File: src/rtl/seq_detect_param.sv
// Serial bit-pattern detector with a runtime-programmable pattern and length.
// It supports overlap or non-overlap detection, a saturating match counter and a fill-level output.
module seq_detect_param #(
    parameter int PAT_W = 8,
    parameter int LEN_W = $clog2(PAT_W + 1),
    parameter int CNT_W = 8
) (
    input  logic             clk,
    input  logic             rst,
    input  logic             en,
    input  logic             in,
    input  logic             cfg_we,
    input  logic [PAT_W-1:0] pattern,
    input  logic [LEN_W-1:0] pat_len,
    input  logic             overlap,
    input  logic             cnt_clr,
    output logic             match,
    output logic [CNT_W-1:0] match_count,
    output logic [LEN_W-1:0] fill
);

    // Strobe semantics: in is consumed on every rising edge where en=1 and cfg_we=0.
    // There is no back-pressure, and cfg_we discards any sample offered in the same cycle.
    localparam logic [LEN_W-1:0] LEN_MAX = LEN_W'(PAT_W);
    localparam logic [LEN_W:0]   ONE_W   = (LEN_W+1)'(1);
    localparam logic [CNT_W-1:0] CNT_MAX = '1;

    logic [PAT_W-1:0] pat_q;
    logic [PAT_W-1:0] hist_q;
    logic [PAT_W-1:0] hist_nxt;
    logic [PAT_W-1:0] mask;
    logic [LEN_W-1:0] len_q;
    logic [LEN_W-1:0] len_in;
    logic [LEN_W-1:0] fill_q;
    logic [CNT_W-1:0] cnt_q;
    logic             ovl_q;
    logic             match_q;
    logic             accept;
    logic             hit;

    assign accept   = en & ~cfg_we;
    assign len_in   = (pat_len > LEN_MAX) ? LEN_MAX : pat_len;
    assign hist_nxt = {hist_q[PAT_W-2:0], in};

    always_comb begin
        mask = '0;
        for (int i = 0; i < PAT_W; i++) begin
            mask[i] = (len_q > LEN_W'(i));
        end
    end

    // The hit condition looks at the history including the incoming bit.
    // This lets match be registered on the same edge that accepts the last bit.
    assign hit = accept
               && (len_q != '0)
               && (({1'b0, fill_q} + ONE_W) >= {1'b0, len_q})
               && (((hist_nxt ^ pat_q) & mask) == '0);

    always_ff @(posedge clk or posedge rst) begin
        if (rst) begin
            pat_q <= '0;
            len_q <= '0;
            ovl_q <= 1'b0;
        end else if (cfg_we) begin
            pat_q <= pattern;
            len_q <= len_in;
            ovl_q <= overlap;
        end
    end

    always_ff @(posedge clk or posedge rst) begin
        if (rst) begin
            hist_q <= '0;
            fill_q <= '0;
        end else if (cfg_we) begin
            hist_q <= '0;
            fill_q <= '0;
        end else if (accept) begin
            hist_q <= hist_nxt;
            if (hit && !ovl_q) begin
                fill_q <= '0;
            end else if (fill_q != LEN_MAX) begin
                fill_q <= fill_q + LEN_W'(1);
            end
        end
    end

    always_ff @(posedge clk or posedge rst) begin
        if (rst) begin
            match_q <= 1'b0;
        end else begin
            match_q <= hit;
        end
    end

    // When cnt_clr and a hit occur together, the hit counts after the clear.
    always_ff @(posedge clk or posedge rst) begin
        if (rst) begin
            cnt_q <= '0;
        end else if (cfg_we) begin
            cnt_q <= '0;
        end else if (hit) begin
            if (cnt_clr) begin
                cnt_q <= CNT_W'(1);
            end else if (cnt_q != CNT_MAX) begin
                cnt_q <= cnt_q + CNT_W'(1);
            end
        end else if (cnt_clr) begin
            cnt_q <= '0;
        end
    end

    assign match       = match_q;
    assign match_count = cnt_q;
    assign fill        = fill_q;

endmodule

File: config.mk
export PLATFORM = sky130hd
export DESIGN_NAME = seq_detect_param
export DESIGN_NICKNAME = d
export VERILOG_FILES = /design/src/rtl/seq_detect_param.sv
export SDC_FILE = /design/constraint.sdc
export NUM_CORES = 1
export LEC_CHECK = 0
export CORE_ASPECT_RATIO = 0.75
export CORE_MARGIN = 4
export CORE_UTILIZATION = 50
export DETAILED_ROUTE_END_ITERATION = 12
export DONT_BUFFER_PORTS = 1
export PLACE_DENSITY = 0.67
export SLEW_MARGIN = 15
export SYNTH_ARGS = -nofsm -noshare
export SYNTH_HDL_FRONTEND = slang
export SYNTH_SLANG_ARGS = --single-unit
File: constraint.sdc
create_clock -name clk -period 3.07 [get_ports clk]
set_input_delay 0.921 -clock clk [delete_from_list [all_inputs] [get_ports clk]]
set_output_delay 0.921 -clock clk [all_outputs]
set_load 0.01 [all_outputs]
==> results of run 1 <==
-- synth_stat cells, drive strengths merged --
cell     n
a2111o   1
a211o    1
a211oi   3
a21oi   10
a311oi   1
a31oi    2
and3     2
buf      3
clkbuf   6
dfrtp   33
ha       7
inv     12
mux2     9
mux2i    7
nand2    6
nand2b   5
nand3    7
nand3b   2
nand4b   1
nor2    15
nor3     4
nor3b    1
o211ai   1
o21a     1
o21ai    7
o21bai   1
o221a    1
o22ai    3
o31ai    4
o32ai    2
or2      1
or3      2
or4      4
xnor2    4
xor2     6
-- state kept, by name, indices dropped and copies added, names as in the netlist --
register / flops
pat_q: 8
hist_q: 7
ovl_q: 1
match: 1
fill: 4
match_count: 8
len_q: 4
-- worst register-to-register path: cells and delay by family (launching register included) --
kind / cells / cell delay [ns]
compound gates: 3 / 0.41
fa+ha+maj: 2 / 0.63
buf+inv: 1 / 0.13
flops: 1 / 0.47
simple gates: 2 / 1.07
-- placed cells by master, fill, tap and decap left out, types with 4 or more instances in the layout --
master / synthesis / layout
xnor2_1: 4 / 4
o31ai_1: 4 / 4
inv_1: 12 / 12
nor2_1: 15 / 15
a21oi_1: 10 / 10
or4_1: 4 / 4
nand2b_1: 5 / 5
o21ai_0: 7 / 7
nand2_1: 6 / 6
dfrtp_1: 33 / 33
xor2_1: 6 / 6
mux2i_1: 7 / 7
mux2_2: 9 / 9
nand3_1: 7 / 7
clkbuf_8: 0 / 5
ha_1: 7 / 7
-- area by class of cell --
class / count / area share, %
sequential: 33 / 44.1
inverter: 12 / 2.41
clock buffer: 7 / 4.08
tap: 40 / 2.68
timing repair buffer: 1 / 0.401
clock inverter: 1 / 0.401
multi-input combinational: 121 / 45.9
-- cells by family after synthesis --
kind of cell / after synthesis / share of synthesized area [%]
simple gates: 50 / 14.9
compound gates: 38 / 14.1
flops: 33 / 46.8
buf+inv: 21 / 4.54
mux: 16 / 9.72
xor+xnor: 10 / 4.96
fa+ha+maj: 7 / 4.96
-- power by group through the flow --
stage | clock network [W] | registers (W) | logic (W)
2_1_floorplan | 0 | 0.000481 | 0.0000810
3_3_place_gp | 0 | 0.000486 | 0.0000851
3_5_place_dp | 0 | 0.000487 | 0.0000897
4_1_cts | 0.000322 | 0.000479 | 0.0000905
5_1_grt | 0.000342 | 0.000482 | 0.000102
6_report | 0.000313 | 0.000479 | 0.0000882
-- final timing paths --
check	depth (start not counted)	slack, ns	to	from
min reg2reg	1	0.53	pat_q[5]$_DFFE_PP0P_	pat_q[5]$_DFFE_PP0P_
max reg2reg	8	0.31	match_count[3]$_DFFE_PP0P_	fill[0]$_DFFE_PP0P_
max in group asynchronous	2	2.16	fill[2]$_DFFE_PP0P_	rst
min in group asynchronous	2	0.61	match_count[0]$_DFFE_PP0P_	rst
min	1	0.53	pat_q[5]$_DFFE_PP0P_	pat_q[5]$_DFFE_PP0P_
max	8	0.31	match_count[3]$_DFFE_PP0P_	fill[0]$_DFFE_PP0P_
-- layer usage --
layer  wire, um  share of wire, %  vias to the layer above  GRT usage [%]
met5          0                 0                        -              0
met2       1660                47                       37           25.8
li1           -                 -                      628              -
met4         35              0.98                        0           7.75
met1       1680                47                      626           22.7
met3        179               5.0                        4           5.93
-- stage by stage --
stage	hold slack, ns	worst slack, ns	utilization [%]	power [W]
after global placement	0.512	0.378	53.6	0.000571
after floorplan	0.481	0.404	-	0.000562
after global routing	0.549	0.188	56.1	0.000926
after CTS	0.534	0.320	56.1	0.000892
final	0.532	0.309	56.1	0.000881
after detailed placement	0.519	0.276	53.6	0.000577
==> qor.yml, run 1 <==
synthesis:
  postSynthAreaPerCell_um2: 10.1
  yosys.cell_types.count: 37
  yosys_register_bits: 33
  syn_area_mm2: 0.00176
  syn_nets: 201
  yosysTopAreaCell: "dfrtp_1"
  synth-seq-area-share_pct: 46.8
  synth_top_area_share_pct: 46.8
  ys_warn_count: 0
  synthCells: 175
  synthTopCellsByArea: "dfrtp_1, mux2_2, ha_1"
layout:
  n_antenna_cell: 0
  area_delta_synth_final_pct: 6.03
  layout.area.seq_um2: 826
  design_area_mm2: 0.00187
  drive_gt1_share_pct: 10.9
  nets: 200
  nFillCells: 298
  multiInputGateArea_um2: 858
  final_cells: 215
place:
  port_buffers: 0
  dp.cells: 207
  gp_congestion: 0.740
  placed_area_mm2: 0.00179
  post-dp-hpwl_um: 2620
cts:
  htreeDepth: 2
  ctsResizeCount: 0
  postCtsSetupBuffers: 0
  cts.sinks: 33
  cts.clk_slew.worst_paths_ns: 0.07
  cts_tree: "built"
  root_buffer: "clkbuf_8"
  clk_latency_ns: 0.28
  numCtsBuffers: 5
  clockBufferDepth: 2
  hold_buffers: 0
power_and_ir_drop:
  p_leak_nw: 0.802
  p_switching_w: 0.000219
  pwr-share-comb_pct: 10.0
  intPower_w: 0.000662
  vdd_drop_max_mv: 0.251
  clockPowerShare_pct: 35.6
  power_frac_seq_pct: 54.4
  power.density_mw_per_mm2: 471
  netSwitchingFraction_pct: 24.9
sta:
  timing.slew.headroom_pct: 71.7
  final-setup-viol-count: 0
  worst_pin_slew_ns: 0.424
  rsz0062_at_grt: "false"
  hold_violations: 0
  slew_violations: 0
  setup_tns_ns: 0
  period_share_pct: 89.9
  min_period_ns: 2.76
  skew_ns: 0.00473
  max_freq_mhz: 362
drt:
  wirelength_um: 3560
  viasPerCell: 6.02
  drc: 0
  dr.pass1.iters: 5
  num_vias: 1295
  ant_nets: 0
  wl_per_cell_um: 16.5
  drt_iter0_markers: 87
worst_setup_path:
  critPathBufInv: 1
  path_max_fanout: 15
  critPathSlowestCell: "or4_1"
  crit_family: "simple AND/OR/NAND/NOR gates"
  critPathArrivalTime_ns: 2.97
  cp.required_ns: 3.28
  crit_type: "reg2reg"
  end_kind: "register"
  worst_setup_path_start_kind: "register"
  slowest_delay_ns: 0.56
  crit_top_cell: "ha_1"
  cp_cell_sequence: "inv_1 > ha_1 > ha_1 > a211oi_1 > o21a_1 > or3_1 > or4_1 > a21oi_1"
die:
  io_pins: 32
  die_h_um: 59.4
  die_w_um: 76.6
  core_area_mm2: 0.00333
  row_count: 18
  initial_core_util_pct: 52.9
  die-area_mm2: 0.00455
global_routing:
  overflow: 0
  grt_antenna_before_repair: 0
  grt_max_degree: 34
  grt_pass1_wl_um: 5950
  grt_pass1_vias: 1233
  grt.total_usage_pct: 17.2
job:
  max_cap_violations: 0
outcome:
  status: "completed"
worst_hold_path:
  hp-class: "reg2reg"
(Power assumes the default switching activity.)
==> inputs of run 2 (changes only) <==
--- a/config.mk
+++ b/config.mk
@@ -11,6 +11,7 @@
 export DETAILED_ROUTE_END_ITERATION = 12
 export DONT_BUFFER_PORTS = 1
 export PLACE_DENSITY = 0.67
+export SKIP_LAST_GASP = 1
 export SLEW_MARGIN = 15
 export SYNTH_ARGS = -nofsm -noshare
 export SYNTH_HDL_FRONTEND = slang
==> results of run 2 <==
No change in the layout: final DEF, timing and power equal those of run 1.
